### config.mk
export PLATFORM = sky130hd
export DESIGN_NAME = widths_shift_pipe
export DESIGN_NICKNAME = d
export VERILOG_FILES = /design/src/rtl/widths_shift_pipe.sv
export SDC_FILE = /design/constraint.sdc
export NUM_CORES = 1
export LEC_CHECK = 0
export ABC_AREA = 1
export BUFFER_PORTS_ARGS = -buffer_cell sky130_fd_sc_hd__buf_2
export CORE_AREA = 2 2 79 81
export DETAILED_ROUTE_END_ITERATION = 6
export DIE_AREA = 0 0 81 83
export MAX_ROUTING_LAYER = met4
export PLACE_DENSITY = 0.58
export SLEW_MARGIN = 20
export SYNTH_ARGS = -nofsm -noshare
export SYNTH_HDL_FRONTEND = slang
export SYNTH_SLANG_ARGS = --single-unit
### constraint.sdc
create_clock -name clk -period 1.5 [get_ports clk]
set_input_delay 0.075 -clock clk [delete_from_list [all_inputs] [get_ports clk]]
set_output_delay 0.075 -clock clk [all_outputs]
set_load 0.02 [all_outputs]
### src/rtl/widths_shift_pipe.sv
// Pipelined logarithmic barrel shifter (SHL/SHR/SRA/ROL) with valid/ready on both sides.
// Stage s applies a 2^s shift when bit s of the carried amount is set and accumulates a lost-bits flag.
module widths_shift_pipe #(
  parameter int WIDTH = 8
) (
  input  logic                       clk,
  input  logic                       rst_n,
  input  logic                       in_valid,
  output logic                       in_ready,
  input  logic [WIDTH-1:0]           data_in,
  input  logic [$clog2(WIDTH)-1:0]   shift_amt,
  input  logic [1:0]                 mode,
  output logic                       out_valid,
  input  logic                       out_ready,
  output logic [WIDTH-1:0]           data_out,
  output logic                       out_lost
);

  localparam int SHW = $clog2(WIDTH);
  localparam logic [WIDTH-1:0] ONES  = {WIDTH{1'b1}};
  localparam logic [WIDTH-1:0] ZEROS = {WIDTH{1'b0}};

  typedef enum logic [1:0] {
    MODE_SHL = 2'b00,
    MODE_SHR = 2'b01,
    MODE_SRA = 2'b10,
    MODE_ROL = 2'b11
  } mode_e;

  logic             valid_q [SHW];
  logic [WIDTH-1:0] data_q  [SHW];
  mode_e            mode_q  [SHW];
  logic [SHW-1:0]   amt_q   [SHW];
  logic             msb_q   [SHW];
  logic             lost_q  [SHW];

  logic             valid_d [SHW];
  logic [WIDTH-1:0] data_d  [SHW];
  mode_e            mode_d  [SHW];
  logic [SHW-1:0]   amt_d   [SHW];
  logic             msb_d   [SHW];
  logic             lost_d  [SHW];

  logic             src_valid_s [SHW];
  logic [WIDTH-1:0] src_data_s  [SHW];
  mode_e            src_mode_s  [SHW];
  logic [SHW-1:0]   src_amt_s   [SHW];
  logic             src_msb_s   [SHW];
  logic             src_lost_s  [SHW];
  logic [WIDTH-1:0] shifted_s   [SHW];
  logic             stage_lost_s[SHW];

  logic advance_s;

  // A full pipe only moves when the consumer takes the result; otherwise everything holds.
  assign advance_s = !valid_q[SHW-1] || out_ready;
  assign in_ready  = advance_s;
  assign out_valid = valid_q[SHW-1];
  assign data_out  = data_q[SHW-1];
  assign out_lost  = lost_q[SHW-1];

  // Select each stage's source: the input port for stage 0, the previous stage register otherwise.
  always_comb begin
    src_valid_s[0] = in_valid;
    src_data_s[0]  = data_in;
    src_mode_s[0]  = mode_e'(mode);
    src_amt_s[0]   = shift_amt;
    src_msb_s[0]   = data_in[WIDTH-1];
    src_lost_s[0]  = 1'b0;
    for (int s = 1; s < SHW; s++) begin
      src_valid_s[s] = valid_q[s-1];
      src_data_s[s]  = data_q[s-1];
      src_mode_s[s]  = mode_q[s-1];
      src_amt_s[s]   = amt_q[s-1];
      src_msb_s[s]   = msb_q[s-1];
      src_lost_s[s]  = lost_q[s-1];
    end
  end

  // Per-stage shift by 2^s; SRA fills from the operand's original MSB carried alongside the data.
  always_comb begin
    for (int s = 0; s < SHW; s++) begin
      shifted_s[s]    = src_data_s[s];
      stage_lost_s[s] = 1'b0;
      case (src_mode_s[s])
        MODE_SHL: begin
          shifted_s[s]    = src_data_s[s] << (1 << s);
          stage_lost_s[s] = |(src_data_s[s] & ~(ONES >> (1 << s)));
        end
        MODE_SHR: begin
          shifted_s[s]    = src_data_s[s] >> (1 << s);
          stage_lost_s[s] = |(src_data_s[s] & ~(ONES << (1 << s)));
        end
        MODE_SRA: begin
          shifted_s[s]    = (src_data_s[s] >> (1 << s)) |
                            (src_msb_s[s] ? ~(ONES >> (1 << s)) : ZEROS);
          stage_lost_s[s] = |(src_data_s[s] & ~(ONES << (1 << s)));
        end
        MODE_ROL: begin
          shifted_s[s]    = (src_data_s[s] << (1 << s)) |
                            (src_data_s[s] >> (WIDTH - (1 << s)));
          stage_lost_s[s] = 1'b0;
        end
        default: begin
          shifted_s[s]    = src_data_s[s];
          stage_lost_s[s] = 1'b0;
        end
      endcase

      valid_d[s] = src_valid_s[s];
      mode_d[s]  = src_mode_s[s];
      amt_d[s]   = src_amt_s[s];
      msb_d[s]   = src_msb_s[s];
      if (src_amt_s[s][s]) begin
        data_d[s] = shifted_s[s];
        lost_d[s] = src_lost_s[s] | stage_lost_s[s];
      end else begin
        data_d[s] = src_data_s[s];
        lost_d[s] = src_lost_s[s];
      end
    end
  end

  // Stage registers: cleared on reset, loaded together on advance, held otherwise.
  always_ff @(posedge clk or negedge rst_n) begin
    if (!rst_n) begin
      for (int s = 0; s < SHW; s++) begin
        valid_q[s] <= 1'b0;
        data_q[s]  <= ZEROS;
        mode_q[s]  <= MODE_SHL;
        amt_q[s]   <= {SHW{1'b0}};
        msb_q[s]   <= 1'b0;
        lost_q[s]  <= 1'b0;
      end
    end else if (advance_s) begin
      for (int s = 0; s < SHW; s++) begin
        valid_q[s] <= valid_d[s];
        data_q[s]  <= data_d[s];
        mode_q[s]  <= mode_d[s];
        amt_q[s]   <= amt_d[s];
        msb_q[s]   <= msb_d[s];
        lost_q[s]  <= lost_d[s];
      end
    end
  end

endmodule

==> qor.yml, run 1 <==
grt_pass1_wl_mm: 8.273
clkTransAtPathRegs_ns: 0.07
ys_seq_area_share_pct: 43.36
die_w_um: 81
fmax_mhz: 728.1
h-tree-depth: 2
cpPeakStageDelay_ns: 0.40
setup_viol: 0
synth_area_sq_um: 2251
synth_cell_type_count: 21
overflow: 0
irDropWorstVdd_v: 0.0007959
start_util_pct: 38.70
maxCapViolCount: 0
drt_iter0_drc: 134
cts_buffers: 5
crit_required_ns: 1.42
clock_latency_ns: 0.29
rsz0062_at_grt: "no"
route.antenna.remaining_nets: 0
grt_pass1_vias: 1874
route.detailed.drc: 0
routabilityCongestion: 0.8384
clkSinkCount: 39
antenna_found_initial: 0
crit_slowest_cell: "dfrtp_1"
ioPinCount: 28
relSlewSlack_pct: 73.52
place_ws_ns: 0.1236
regToRegSetupSlack_ns: 0.16
globalRouteTotalUtil_pct: 15.94
final_cell_mix: "nand2_1, dfrtp_1, nor2_1"
hold_path_class: "input port to register"
power.density_nw_per_um2: 1655
port_buffers: 27
layout.cells.most_common: "nand2_1"
synth-seq-cells: 39
fin_ws_ns: 0.1265
die_h_um: 83
path_cells: "nand2_4 -> buf_4 -> buf_2"
fp-row-count: 28
synth_warnings: 0
cts_buffer_depth: 2
hpwl_mm: 3.743
critPathLaunchType: "register"
cts_tree: "done"
finalHoldViolations: 0
critical_path_class: "register to primary output"
worst_pin_slew_ns: 0.3972
core_sq_um: 5816
grt_max_degree: 28
syn_area_per_cell_sq_um: 7.478
end_kind: "primary output"
syn_nets: 330
cts_root_buffer: "clkbuf_8"
fin_crit_ns: 1.374
p_leak_nw: 1.286
setup-tns-final_ns: 0
vias: 1926
drive_gt1_share_pct: 16.16
antenna_cells: 0
nets: 356
cp_data_arrival_time_ns: 1.30
status: "finished clean"
wl_per_cell_um: 12.03
fin_crit_sh_pct: 91.57
wl_mm: 4.849
drt_pass1_iterations: 4
die-area_sq_um: 6723
cp_max_fo: 16
areaGrowthSynthToFinish_pct: 12.73
slew_viol_final: 0
viasPerCell: 4.779
skew_ns: 0.005801
synthCells: 301
## routing by layer
metal | GRT usage, % | up-vias | routed length [um]
met2 | 26.75 | 49 | 2375
li1 | - | 1014 | -
met1 | 18.73 | 854 | 2174
met5 | - | - | 0
met4 | 5.547 | 0 | 101
met3 | 3.261 | 9 | 197
## stage by stage
stage / utilization [%] / std cells / area [sq um] / hold slack [ns] / total power [mW]
final: 43.63 / 403 / 2537 / 0.06957 / 4.199
after global routing: 43.63 / 403 / 2537 / 0.08618 / 4.605
after CTS: 43.50 / 403 / 2530 / 0.05979 / 4.239
after detailed placement: 41.37 / 391 / 2406 / 0.02266 / 3.540
after global placement: 41.37 / 391 / 2406 / 0.01183 / 3.511
after floorplan: - / 301 / 2251 / -0.2206 / 3.158
## synthesized netlist by cell type
cell type | count | share of area [%]
o21ai_1 | 27 | 6.0
o211ai_1 | 2 | 0.67
a21oi_1 | 10 | 2.2
inv_1 | 22 | 3.7
ha_1 | 12 | 6.7
nand2_4 | 1 | 0.50
nor2_1 | 40 | 6.7
nand3_1 | 23 | 5.1
nor2_4 | 1 | 0.50
buf_4 | 8 | 2.7
inv_4 | 2 | 0.56
inv_2 | 4 | 0.67
o21ai_0 | 13 | 2.9
dfrtp_1 | 39 | 43
buf_2 | 8 | 1.8
buf_6 | 1 | 0.50
nand4_1 | 1 | 0.28
a31oi_1 | 4 | 1.1
nor2_2 | 2 | 0.56
nand2_1 | 80 | 13
or2_1 | 1 | 0.28
## power breakdown
group          internal, mW  total [mW]  switching [mW]
logic                 0.627        1.71            1.09
clock network         0.318       0.680           0.361
registers              1.45        1.81           0.358
## cells by family (layout without fill, tap and decap cells)
logic type | Yosys count | count (layout) | synth area share, %
AOI/OAI and AO/OA | 56 | 56 | 12.90
adders and majority gates | 12 | 12 | 6.670
buffers and inverters | 45 | 72 | 9.839
DFF | 39 | 39 | 43.36
and+or+nand+nor | 149 | 149 | 27.24
## final timing paths
path | startpoint | endpoint | cells past startpoint
worst max-delay path | out_valid | in_ready | 3
worst min register to register | src_valid_s[0] | out_valid | 2
min in group asynchronous | rst_n | data_out[6] | 2
max in group asynchronous | rst_n | data_q[12] | 3
worst max register to register | mode_d[3] | data_q[10] | 8
worst min-delay path | data_in[5] | data_q[22] | 3
## layout make-up
type,instances,area [sq um]
Fill cell,624,3278
Multi-Input combinational cell,217,1061
Sequential cell,39,975.9
Timing Repair Buffer,36,212.7
Inverter,28,110.1
Tap cell,75,93.84
Clock buffer,5,68.82
Clock inverter,3,15.01
## worst max-delay path: cells and delay by family (launching register included)
| family | cells | cell delay (ns) |
|---|---|---|
| buffers and inverters | 2 | 0.42 |
| AND/OR/NAND/NOR | 1 | 0.18 |
| flip-flops | 1 | 0.40 |
## flip-flops by register name, summed over array words and instances (netlist names)
name / count
data_out: 8
src_valid_s: 2
msb_d: 2
data_q: 16
amt_d: 3
mode_d: 4
lost_q: 2
out_valid: 1
out_lost: 1
## timing repair
| action | in CTS | in global routing |
|---|---|---|
| hold buffers | 4 | 0 |
| setup buffers | 0 | 0 |
| setup endpoints to repair | 0 | 2 |
| resized for setup | 0 | 3 |
| hold endpoints to repair | 18 | 0 |
(Power assumes the default switching activity.)
==> inputs of run 2 (changes only) <==
REMOVE_ABC_BUFFERS = 1   (was not set)
==> run 2 against run 1 <==
Final cell count down 0.50%. Critical path depth stayed put. Worst hold slack got worse by 0.056 ns. Combinational power is essentially flat. Register-to-register slack worse by 0.05 ns. Final area up 0.69%. Non-clock buffer count down 2. Clock power rose by 30%. Die area is the same. Sequential share of layout area decreased by 0.26 points. Via count is 0.62% higher. Sequential power hardly changed. Highest routed layer unchanged.
==> qor.yml, run 2 (synthesis results as in run 1) <==
crit_slowest_cell: "dfrtp_1"
start_util_pct: 38.70  # unchanged
die-area_sq_um: 6723  # unchanged
grt_max_degree: 40  # +43%
clkSinkCount: 39  # unchanged
fin_crit_ns: 1.409  # +0.03520 ns
reg2reg_depth: 8  # unchanged
cts_buffers: 5  # unchanged
grt_pass1_vias: 1856  # -0.96%
worst_pin_slew_ns: 0.4893  # +0.09217 ns
clkTransAtPathRegs_ns: 0.08  # about the same
regMostFlops: "data_q"
crit_required_ns: 1.42  # about the same
fin_ws_ns: 0.09130  # -0.03520 ns
critical_path_class: "register to primary output"
areaGrowthSynthToFinish_pct: 13.51
finalPower_mw: 4.416  # +5.2%
viasPerCell: 4.833  # +1.1%
drive_gt1_share_pct: 16.56  # +0.41 points
grt_pass1_wl_mm: 8.466  # +2.3%
cp_top_family: "buffers and inverters"
fmax_mhz: 709.9  # -2.5%
largest_reg_flops: 16  # unchanged
cp_data_arrival_time_ns: 1.33  # +0.03 ns
cts_buffer_depth: 2  # unchanged
h-tree-depth: 2  # unchanged
setup_viol: 0  # unchanged
reg2reg_to: "data_q[10]"
worstHoldPathCells: 3  # unchanged
setup-tns-final_ns: 0  # unchanged
rr_startpoint: "mode_d[2]"
drt_iter0_drc: 77  # -43%
skew_ns: 0.005937  # +0.0001362 ns
antenna_found_initial: 0  # unchanged
layout.cells.most_common: "nand2_1"
finalHoldViolations: 0  # unchanged
wl_mm: 4.808  # -0.85%
cpPeakStageDelay_ns: 0.41  # about the same
cp_max_fo: 20  # +4
ioPinCount: 28  # unchanged
hpwl_mm: 3.523  # -5.9%
route.detailed.drc: 0  # unchanged
routabilityCongestion: 0.9155  # +9.2%
port_buffers: 27  # unchanged
maxCapViolCount: 0  # unchanged
critPathLaunchType: "register"
cts_root_buffer: "clkbuf_8"
final_cell_mix: "nand2_1, dfrtp_1, nor2_1"
irDropWorstVdd_v: 0.0007645  # -3.9%
die_h_um: 83  # unchanged
holdPathEnd: "amt_d[4]"
relSlewSlack_pct: 67.38  # -6.1 points
clock_latency_ns: 0.30  # about the same
overflow: 0  # unchanged
min-delay-start: "shift_amt[1]"
core_sq_um: 5816  # unchanged
place_ws_ns: 0.1017  # -0.02196 ns
wl_per_cell_um: 11.99  # -0.35%
vias: 1938  # +0.62%
slew_viol_final: 0  # unchanged
cts_tree: "done"
end_kind: "primary output"
antenna_cells: 0  # unchanged
hold_path_class: "input port to register"
regToRegSetupSlack_ns: 0.11  # -0.05 ns
fin_crit_sh_pct: 93.91  # +2.3 points
drt_pass1_iterations: 4  # unchanged
die_w_um: 81  # unchanged
fin_hold_ws_ns: 0.01316  # -0.05641 ns
globalRouteTotalUtil_pct: 16.39  # +0.45 points
nets: 354  # -0.56%
power.density_nw_per_um2: 1729  # +4.4%
fp-row-count: 28  # unchanged
p_leak_nw: 1.289  # +0.21%
cp.buffers_inverters: 2  # unchanged
status: "finished clean"
path_cells: "nand2_4 -> buf_6 -> buf_2"
route.antenna.remaining_nets: 0  # unchanged
-- run 2: how the worst max path moves through the flow --
| stage | slack, ns | from | to | cells after the start |
|---|---|---|---|---|
| 2_1_floorplan | 0.12 | out_valid | lost_q[2] | 5 |
| 3_3_place_gp | 0.12 | mode_d[0] | data_out[7] | 6 |
| 3_5_place_dp | 0.10 | mode_d[2] | data_q[10] | 8 |
| 4_1_cts | 0.01 | out_valid | in_ready | 3 |
| 5_1_grt | -0.0003 | mode_d[2] | data_q[10] | 8 |
| 6_report | 0.09 | out_valid | in_ready | 3 |
-- run 2: metal layers --
layer | GRT usage (%) | wire length, um | vias up | share of wire (%)
li1 | - | - | 1007 | -
met1 | 20.28 | 2176 | 879 | 45
met5 | - | 0 | - | 0
met2 | 25.77 | 2296 | 43 | 48
met4 | 5.701 | 102 | 0 | 2.1
met3 | 4.239 | 233 | 9 | 4.8
-- run 2: cell type report --
cell class / count / area [sq um]
Sequential cell: 39 / 975.9
Inverter: 28 / 110.1
Multi-Input combinational cell: 217 / 1064
Clock inverter: 3 / 43.79
Clock buffer: 5 / 68.82
Tap cell: 75 / 93.84
Timing Repair Buffer: 34 / 198.9
Fill cell: 630 / 3261
-- run 2: worst min-delay path, stage by stage --
cell and delay (ns):
buf_2 0.08, nand2_1 0.05, o21ai_1 0.07
-- run 2: what timing repair did --
| action | CTS | global route |
|---|---|---|
| setup buffers | 0 | 1 |
| endpoints found under the hold margin | 41 | 0 |
| resized for setup | 0 | 6 |
| endpoints found under the setup margin | 0 | 8 |
| hold buffers | 3 | 0 |
-- run 2: power breakdown --
part           leakage, nW  switching (mW)  internal [mW]
clock               0.0581           0.387          0.495
sequential           0.472           0.366           1.45
combinational        0.759            1.09          0.628
total                 1.29            1.85           2.57
-- run 2: stage by stage --
stage | utilization [%] | cells | instance area [sq um]
CTS | 43.57 | 400 | 2534
global placement | 41.11 | 389 | 2391
global route | 43.93 | 401 | 2555
floorplan | - | 284 | 2140
finish | 43.93 | 401 | 2555
detailed placement | 41.11 | 389 | 2391
